[config.mk]
export PLATFORM = sky130hd
export DESIGN_NAME = adc_acq_sequencer
export DESIGN_NICKNAME = d
export VERILOG_FILES = /design/src/rtl/adc_acq_sequencer.sv
export SDC_FILE = /design/constraint.sdc
export NUM_CORES = 1
export LEC_CHECK = 0
export CORE_ASPECT_RATIO = 1.25
export CORE_MARGIN = 2
export CORE_UTILIZATION = 50
export CTS_CLUSTER_SIZE = 16
export DETAILED_ROUTE_END_ITERATION = 12
export PLACE_DENSITY = 0.69
export RECOVER_POWER = 25
export SLEW_MARGIN = 20
export SYNTH_ARGS = -nofsm -noshare
export SYNTH_HDL_FRONTEND = slang
export SYNTH_SLANG_ARGS = --single-unit
[constraint.sdc]
create_clock -name clk -period 5.7 [get_ports clk]
set_input_delay 0.57 -clock clk [delete_from_list [all_inputs] [get_ports clk]]
set_output_delay 0.57 -clock clk [all_outputs]
set_load 0.03 [all_outputs]
[src/rtl/adc_acq_sequencer.sv]
// ---------------------------------------------------------------------------
// adc_acq_sequencer
//
// Per-channel acquisition sequencer. On an accepted fill trigger it steps the
// ADC data/header mux through: one fill header, then for every waveform a
// waveform header followed by a fixed number of 8-sample data bursts, an
// optional idle gap between waveforms, and finally one checksum word. The
// DDR3 write FIFO strobe is the OR of the mux selects delayed by one cycle so
// it lines up with the mux's registered output.
//
// Ports
//   clk                   acquisition clock (single domain)
//   reset                 asynchronous, active-high reset
//   trigger               single-cycle fill start pulse
//   adc_dat_valid         a new 8-sample burst is on the mux inputs this cycle
//   num_waveforms         waveforms per fill        (sampled on accepted trigger)
//   waveform_length       bursts per waveform       (sampled on accepted trigger)
//   waveform_gap          idle cycles between wfms  (sampled on accepted trigger)
//   fifo_prog_full        DDR3 write FIFO programmable-full flag
//   select_fill_hdr       mux select: fill header
//   select_waveform_hdr   mux select: waveform header
//   select_dat            mux select: ADC data
//   select_checksum       mux select: checksum
//   checksum_update       mux: XOR the current data into the checksum
//   current_waveform_num  zero-based index of the current waveform
//   num_fill_bursts       num_waveforms * waveform_length, latched on trigger
//   fifo_wr_en            FIFO write strobe (selects delayed one cycle)
//   busy                  state is not IDLE
//   fill_done             one-cycle pulse after the checksum is written
//   cfg_err               one-cycle pulse: trigger rejected, bad configuration
//   trig_lost             one-cycle pulse: trigger arrived while busy
//   overflow_err          sticky: a FIFO write happened while prog_full was set
// ---------------------------------------------------------------------------
module adc_acq_sequencer (
    input  logic        clk,
    input  logic        reset,
    input  logic        trigger,
    input  logic        adc_dat_valid,
    input  logic [11:0] num_waveforms,
    input  logic [22:0] waveform_length,
    input  logic [21:0] waveform_gap,
    input  logic        fifo_prog_full,
    output logic        select_fill_hdr,
    output logic        select_waveform_hdr,
    output logic        select_dat,
    output logic        select_checksum,
    output logic        checksum_update,
    output logic [11:0] current_waveform_num,
    output logic [22:0] num_fill_bursts,
    output logic        fifo_wr_en,
    output logic        busy,
    output logic        fill_done,
    output logic        cfg_err,
    output logic        trig_lost,
    output logic        overflow_err
);

    typedef enum logic [2:0] {
        S_IDLE,
        S_FILL_HDR,
        S_WFM_HDR,
        S_DATA,
        S_GAP,
        S_CHECKSUM
    } state_t;

    state_t      state_q, state_d;

    // Configuration captured when a trigger is accepted
    logic [11:0] nwfm_q, nwfm_d;
    logic [22:0] wlen_q, wlen_d;
    logic [21:0] gap_q, gap_d;
    logic [22:0] fill_bursts_q, fill_bursts_d;

    // Progress counters
    logic [11:0] wfm_cnt_q, wfm_cnt_d;
    logic [22:0] burst_cnt_q, burst_cnt_d;
    logic [21:0] gap_cnt_q, gap_cnt_d;

    // Status
    logic        cfg_err_q, cfg_err_d;
    logic        trig_lost_q, trig_lost_d;
    logic        overflow_q, overflow_d;
    logic        wr_en_q;
    logic        fill_done_q;

    // Trigger qualification
    logic [34:0] product;
    logic        cfg_bad;
    logic        last_burst;
    logic        last_wfm;
    logic        any_select;

    // Full-width product so an oversized fill is detected rather than wrapped
    assign product    = 35'(num_waveforms) * 35'(waveform_length);
    assign cfg_bad    = (num_waveforms == 12'd0) || (waveform_length == 23'd0)
                        || (product[34:23] != 12'd0);
    assign last_burst = (burst_cnt_q == (wlen_q - 23'd1));
    assign last_wfm   = (wfm_cnt_q == (nwfm_q - 12'd1));

    // -----------------------------------------------------------------------
    // State and datapath registers
    // -----------------------------------------------------------------------
    always_ff @(posedge clk or posedge reset) begin
        if (reset) begin
            state_q       <= S_IDLE;
            nwfm_q        <= '0;
            wlen_q        <= '0;
            gap_q         <= '0;
            fill_bursts_q <= '0;
            wfm_cnt_q     <= '0;
            burst_cnt_q   <= '0;
            gap_cnt_q     <= '0;
            cfg_err_q     <= 1'b0;
            trig_lost_q   <= 1'b0;
            overflow_q    <= 1'b0;
            wr_en_q       <= 1'b0;
            fill_done_q   <= 1'b0;
        end else begin
            state_q       <= state_d;
            nwfm_q        <= nwfm_d;
            wlen_q        <= wlen_d;
            gap_q         <= gap_d;
            fill_bursts_q <= fill_bursts_d;
            wfm_cnt_q     <= wfm_cnt_d;
            burst_cnt_q   <= burst_cnt_d;
            gap_cnt_q     <= gap_cnt_d;
            cfg_err_q     <= cfg_err_d;
            trig_lost_q   <= trig_lost_d;
            overflow_q    <= overflow_d;
            // The mux registers its output, so the FIFO strobe trails the
            // select by exactly one cycle.
            wr_en_q       <= any_select;
            // The checksum word leaves the mux the cycle after CHECKSUM.
            fill_done_q   <= (state_q == S_CHECKSUM);
        end
    end

    // -----------------------------------------------------------------------
    // Next-state logic
    // -----------------------------------------------------------------------
    always_comb begin
        state_d       = state_q;
        nwfm_d        = nwfm_q;
        wlen_d        = wlen_q;
        gap_d         = gap_q;
        fill_bursts_d = fill_bursts_q;
        wfm_cnt_d     = wfm_cnt_q;
        burst_cnt_d   = burst_cnt_q;
        gap_cnt_d     = gap_cnt_q;
        cfg_err_d     = 1'b0;
        // Any non-IDLE state (including the CHECKSUM cycle) drops a trigger.
        trig_lost_d   = trigger && (state_q != S_IDLE);
        // Writes are never stalled; a write into a nearly full FIFO is only
        // flagged.
        overflow_d    = overflow_q | (wr_en_q & fifo_prog_full);

        case (state_q)
            S_IDLE: begin
                if (trigger) begin
                    if (cfg_bad) begin
                        cfg_err_d = 1'b1;
                    end else begin
                        nwfm_d        = num_waveforms;
                        wlen_d        = waveform_length;
                        gap_d         = waveform_gap;
                        fill_bursts_d = product[22:0];
                        overflow_d    = 1'b0;
                        wfm_cnt_d     = '0;
                        burst_cnt_d   = '0;
                        gap_cnt_d     = '0;
                        state_d       = S_FILL_HDR;
                    end
                end
            end

            S_FILL_HDR: state_d = S_WFM_HDR;

            S_WFM_HDR: state_d = S_DATA;

            S_DATA: begin
                if (adc_dat_valid) begin
                    if (last_burst) begin
                        burst_cnt_d = '0;
                        if (last_wfm) begin
                            state_d = S_CHECKSUM;
                        end else if (gap_q == 22'd0) begin
                            wfm_cnt_d = wfm_cnt_q + 12'd1;
                            state_d   = S_WFM_HDR;
                        end else begin
                            // First GAP cycle is counted as cycle 1.
                            gap_cnt_d = 22'd1;
                            state_d   = S_GAP;
                        end
                    end else begin
                        burst_cnt_d = burst_cnt_q + 23'd1;
                    end
                end
            end

            S_GAP: begin
                if (gap_cnt_q == gap_q) begin
                    wfm_cnt_d   = wfm_cnt_q + 12'd1;
                    burst_cnt_d = '0;
                    state_d     = S_WFM_HDR;
                end else begin
                    gap_cnt_d = gap_cnt_q + 22'd1;
                end
            end

            S_CHECKSUM: state_d = S_IDLE;

            default: state_d = S_IDLE;
        endcase
    end

    // -----------------------------------------------------------------------
    // Outputs. Header/checksum selects decode the registered state; the data
    // select must coincide with the burst on the mux inputs, so it is gated
    // by adc_dat_valid in the same cycle. Only one state is active at a
    // time, so at most one select is ever high.
    // -----------------------------------------------------------------------
    assign select_fill_hdr      = (state_q == S_FILL_HDR);
    assign select_waveform_hdr  = (state_q == S_WFM_HDR);
    assign select_dat           = (state_q == S_DATA) && adc_dat_valid;
    assign select_checksum      = (state_q == S_CHECKSUM);
    assign checksum_update      = select_dat;
    assign any_select           = select_fill_hdr | select_waveform_hdr
                                  | select_dat | select_checksum;

    assign busy                 = (state_q != S_IDLE);
    assign current_waveform_num = wfm_cnt_q;
    assign num_fill_bursts      = fill_bursts_q;
    assign fifo_wr_en           = wr_en_q;
    assign fill_done            = fill_done_q;
    assign cfg_err              = cfg_err_q;
    assign trig_lost            = trig_lost_q;
    assign overflow_err         = overflow_q;

endmodule

== Word-level counts from Yosys, hierarchy flattened ==
Cells that the tools add are included.

* $add $sub $neg: 5
* Multiply operators: 1
* Equal/unequal tests: 17
* Multiplexer cells: 36
* Bitwise gates (word level): 6
* Reductions and logical operators: 16

{| class="wikitable"
|+ Operator list
! kind !! count
|-
| $mux W22 || 7
|-
| $mux W23 || 5
|-
| $mux W12 || 7
|-
| $pmux W23 S3 || 1
|-
| $pmux W22 S3 || 1
|-
| $pmux W12 S3 || 1
|-
| $mul A12 B23 Y35 || 1
|-
| $add A23 B1 Y23 const B || 1
|-
| $eq A23 B23 Y1 || 1
|-
| $logic_not A23 Y1 || 1
|-
| $sub A23 B1 Y23 const B || 1
|-
| $add A22 B1 Y22 const B || 1
|-
| $eq A22 B22 Y1 || 1
|-
| $logic_not A22 Y1 || 1
|-
| $mux W3 || 7
|-
| $ne A2 B2 Y1 const B || 9
|-
| $reduce_and A8 Y1 || 2
|-
| $pmux W3 S5 || 1
|-
| $add A12 B1 Y12 const B || 1
|-
| $eq A12 B12 Y1 || 1
|-
| $logic_not A12 Y1 || 1
|-
| $reduce_bool A12 Y1 || 1
|-
| $sub A12 B1 Y12 const B || 1
|-
| $reduce_and A5 Y1 || 2
|-
| 12 further kinds || 25
|}

* Bits in registers: 145
* Bits of input ports: 62
* Logic and storage cells: 94

== Depth between registers and ports, before layout ==
* Word-level depth: 6
* Gate-level depth with buffers: 25
* Depth with buffers taken out: 22

== Least setup slack after synthesis ==
No wires, ideal clock.

* Path kind: input -> register
* From: input port waveform_length[9]
* To: register fill_bursts_q[11], in the netlist num_fill_bursts[11]
* Setup time: 125 ps
* Data arrival time: 6729 ps
* Data required time: 5575 ps
* Slack: -1154 ps
* Stages: 21
* Buffers on the path: 4
* Cell sequence: clkbuf_1 nand2_1 fa_1 fa_1 fa_1 fa_1 fa_1 inv_1 ha_1 clkbuf_1 a21oi_1 o21ai_0 a22oi_1 o211ai_1 or3_1 a221o_1 nor4_1 nand4_1 clkbuf_1 clkbuf_1 mux2_2

* Longest elaborated chain between the ends: 5
* Elaborated cells on any way between the ends: 7

{| class="wikitable"
|+ Ends and longest elaborated chain
! element !! line !! source
|-
| from (decl) || 40 || <nowiki>input logic [22:0] waveform_length,</nowiki>
|-
| $mul A12 B23 Y35 or $logic_not A23 Y1 (tied branches) || 95, 96 ||
|-
| $reduce_bool A12 Y1 or $logic_or A1 B1 Y1 (tied branches) || 97, 96 ||
|-
| $logic_or A1 B1 Y1 || 97 || <nowiki>|| (product[34:23] != 12'd0);</nowiki>
|-
| $not A1 Y1 (no source line) || - ||
|-
| $reduce_and A3 Y1 (no source line) || - ||
|-
| to (signal assigned) || 124 || <nowiki>fill_bursts_q <= fill_bursts_d;</nowiki>
|-
| to (decl) || 73 || <nowiki>logic [22:0] fill_bursts_q, fill_bursts_d;</nowiki>
|}

Several ways; a longest one is shown, not always the timed one.
A chain may end at the register's enable or synchronous reset.

== Worst setup path after layout ==
* From: input port num_waveforms[3]
* To: register wlen_q[10]

* Longest elaborated chain between the ends: 5
* Elaborated cells on any way between the ends: 7

{| class="wikitable"
|+ Ends and longest elaborated chain
! element !! line !! source
|-
| from (decl) || 39 || <nowiki>input logic [11:0] num_waveforms,</nowiki>
|-
| $mul A12 B23 Y35 or $logic_not A12 Y1 (tied branches) || 95, 96 ||
|-
| $reduce_bool A12 Y1 or $logic_or A1 B1 Y1 (tied branches) || 97, 96 ||
|-
| $logic_or A1 B1 Y1 (*) || 97 ||
|-
| $not A1 Y1 (no source line) (*) || - ||
|-
| $reduce_and A3 Y1 (no source line) (*) || - ||
|-
| to (signal assigned) || 122 || <nowiki>wlen_q <= wlen_d;</nowiki>
|-
| to (decl) || 71 || <nowiki>logic [22:0] wlen_q, wlen_d;</nowiki>
|}

Mark *: on every way between the ends. The rest lies on a longest branch, timed or not.

==> metrics.txt <==
Core Util, Final=71.7%; startpoint class of the critical path=primary input; syn_nets=between 2000 and 2500; routed wire length=56.2 mm; placed instance count=2508; cts bufs inserted=17; Antenna Nets Post-Route=0; top-area cell type share of the netlist area=between 20% and 30%; Final Max Slew Viols=56; Hold Vio Cnt, Final=0; Worst R2R Setup Slack=0.99 ns; failing checks=max-capacitance violations, max-slew violations, negative setup slack; layout cells sized above 1=31.0%; Pre-Repair DR Iteration Count=6; Final Critical Period=6.24 ns; vias in the first global route=16300; Port Buffers=between 100 and 150; sequential area share after synthesis=21.6%; Slew headroom=-101%; post-route setup slack=-0.538 ns; Remaining Overflow, GRT=0; CP most frequent cell=fa_1; flops & latches, synth=145; largest cells by area after synthesis=fa_1 25%, dfrtp_1 22%, ha_1 5.8%, nand2_1 5.8%, inv_1 5.6%; Die X-Extent=168 µm; clk_lat worst skew=0.45 ns; clk buf depth=2; hpwl dp=36.8 mm; clk slew on worst S/H paths=0.08 ns; core area=32900 µm²; synthesized instance count=1872; area of the multi-input gates=approximately 13000 µm²; CP max stage cell=fa_1; residual DRC count=0; largest net degree at the start of global routing=between 60 and 70; ant diodes=0; sequential cell area=3630 µm²; Design Power=~14000 µW; H-tree Lvls=4; area grow syn2layout=40.6%; critical-path maximum fanout=6; Ys Warns=0; Clock Sinks=145; worst min path class=reg2reg; CP Data Arrival Time=6.56 ns; Starting Density=slightly above 50%; WP buf/inv=11; fillers=approximately 2300; Post-synth top flop=dfrtp_1; DR vias/cell=about 6; root buffer cell=clkbuf_16; commonest non-fill, non-tap cell in the layout=inv_1; RSZ-0062 raised after global routing=true; Critical Path Max Stage Delay=0.58 ns; WS Path Type=in2reg; DR iter-0 viols=~1100; Distinct cells, synth=a little over 70; Yosys top cell by area=fa_1; routability congestion estimate from global placement=0.927; Max Fclk=160 MHz; row cnt=74; worst hold slack=roughly 0.50 ns; Post-Layout Cell Count=~2700; die area=35000 µm²; power per cell area=604 nW/µm²; number of synthesized flops with an enable pin=0; netlist area before placement=16800 µm²; Worst EP required=6.02 ns; Setup violations, final=139; Final period util=109%; outcome=finished with violations; Max-cap violations=1; most frequent cells in the layout=236 x inv_1, 223 x nand2_1, 208 x buf_4, 185 x fa_1, 145 x dfrtp_1; Final Net Count=2579; WL/cell=21.1 µm; Worst-Margin Slew=3.01 ns; Worst VDD drop=0.806 mV; initial antenna violation count=0; Die Y=209 µm; Post-synth ARST share=100%; CTS tree=yes; Post-Syn Area per Cell=between 8 and 9 µm²; skew final=0.0204 ns; cts-stage hold buffer count=0; Leak=0.0110 µW; first-pass GRT wire length=around 85 mm; gr usage total=30.9%; crit end category=register; # IOs=108; via count=15600; CP top delay family=adder cells
what timing repair did:
action / in CTS / in global routing
endpoints found under the setup margin: 140 / 140
setup buffers: 69 / 28
cloned: 25 / 11
pin swaps: 94 / 75
gates resized for setup: 291 / 213
path summary, 6_finish.rpt:
check	start	endpoint	depth (start not counted)
setup / recovery	num_waveforms[3]	wlen_q[10]	27
hold / removal	num_fill_bursts[12]	num_fill_bursts[12]	2
setup reg to reg	wlen_q[0]	gap_cnt_q[4]	13
hold reg to reg	num_fill_bursts[12]	num_fill_bursts[12]	2
max in group asynchronous	reset	gap_cnt_q[17]	3
min in group asynchronous	reset	burst_cnt_q[13]	2
logic make-up after synthesis:
family / share of synthesized area (%)
simple gates: 19.1
fa+ha+maj: 30.9
flops: 21.6
mux: 4.85
xor+xnor: 4.65
compound gates: 11.0
buf+inv: 7.84
worst register-to-register path, stage by stage, from the launching register on:
cell and delay [ns]:
dfrtp_1 0.47, inv_1 0.09, ha_1 0.28, nor4b_2 0.55
nand3_1 0.30, or3_1 0.41, a2111oi_0 0.45, o2111ai_1 0.21
a2111o_1 0.45, or3b_4 0.44, a21oi_4 0.28, a21boi_4 0.38
clkbuf_16 0.23, o21ai_2 0.06
per-layer routing:
layer | vias to the layer above | GRT usage, % | part of all wire (%)
met5 | - | 0.421 | 0
met4 | 0 | 15.0 | 6.1
met3 | 213 | 4.39 | 5.6
met2 | 637 | 56.0 | 52
met1 | 7817 | 35.7 | 36
li1 | 6907 | - | -
layout make-up:
type | count | share of cell area, %
Multi-Input combinational cell | 1380 | 55.3
Timing Repair Buffer | 435 | 20.7
Sequential cell | 145 | 15.4
Inverter | 250 | 3.99
Tap cell | 418 | 2.22
Clock buffer | 18 | 1.86
Clock inverter | 13 | 0.526
report_power, final:
part           internal (µW)  switching (µW)  leakage, µW
Combinational           5890            6020      0.00893
Clock                    584             522     0.000276
Sequential              1090             125      0.00184
metrics by stage:
step                      cell area (µm²)  TNS (ns)  setup slack [ns]
after floorplan                     17300    -34.27            -0.444
after global placement              20200   -216.77             -1.62
after detailed placement            20200   -220.92             -1.68
after CTS                           22600    -49.89            -0.459
after global routing                23600    -77.20            -0.659
final                               23600    -58.93            -0.538
synth_stat cells, types with 7 or more instances:
library cell / n
a21o_1: 14
a21oi_1: 69
a31oi_1: 31
and2_1: 107
and3_1: 15
clkbuf_1: 94
dfrtp_1: 145
fa_1: 210
ha_1: 78
inv_1: 250
mux2_2: 66
mux2i_1: 7
nand2_1: 259
nand3_1: 37
nand4_1: 18
nor2_1: 63
nor3_1: 59
nor4_1: 28
o211ai_1: 7
o21ai_0: 70
o2bb2ai_1: 22
or3_1: 20
xnor2_1: 43
xor2_1: 46
registers in the layout, indices dropped and copies added, names as in the netlist:
signal                count
wlen_q                   23
cfg_err                   1
trig_lost                 1
fill_done                 1
num_fill_bursts          23
overflow_err              1
gap_cnt_q                22
nwfm_q                   12
current_waveform_num     12
burst_cnt_q              23
state_q                   3
fifo_wr_en                1
gap_q                    22
Note: power is estimated with default switching activity, not from simulation.
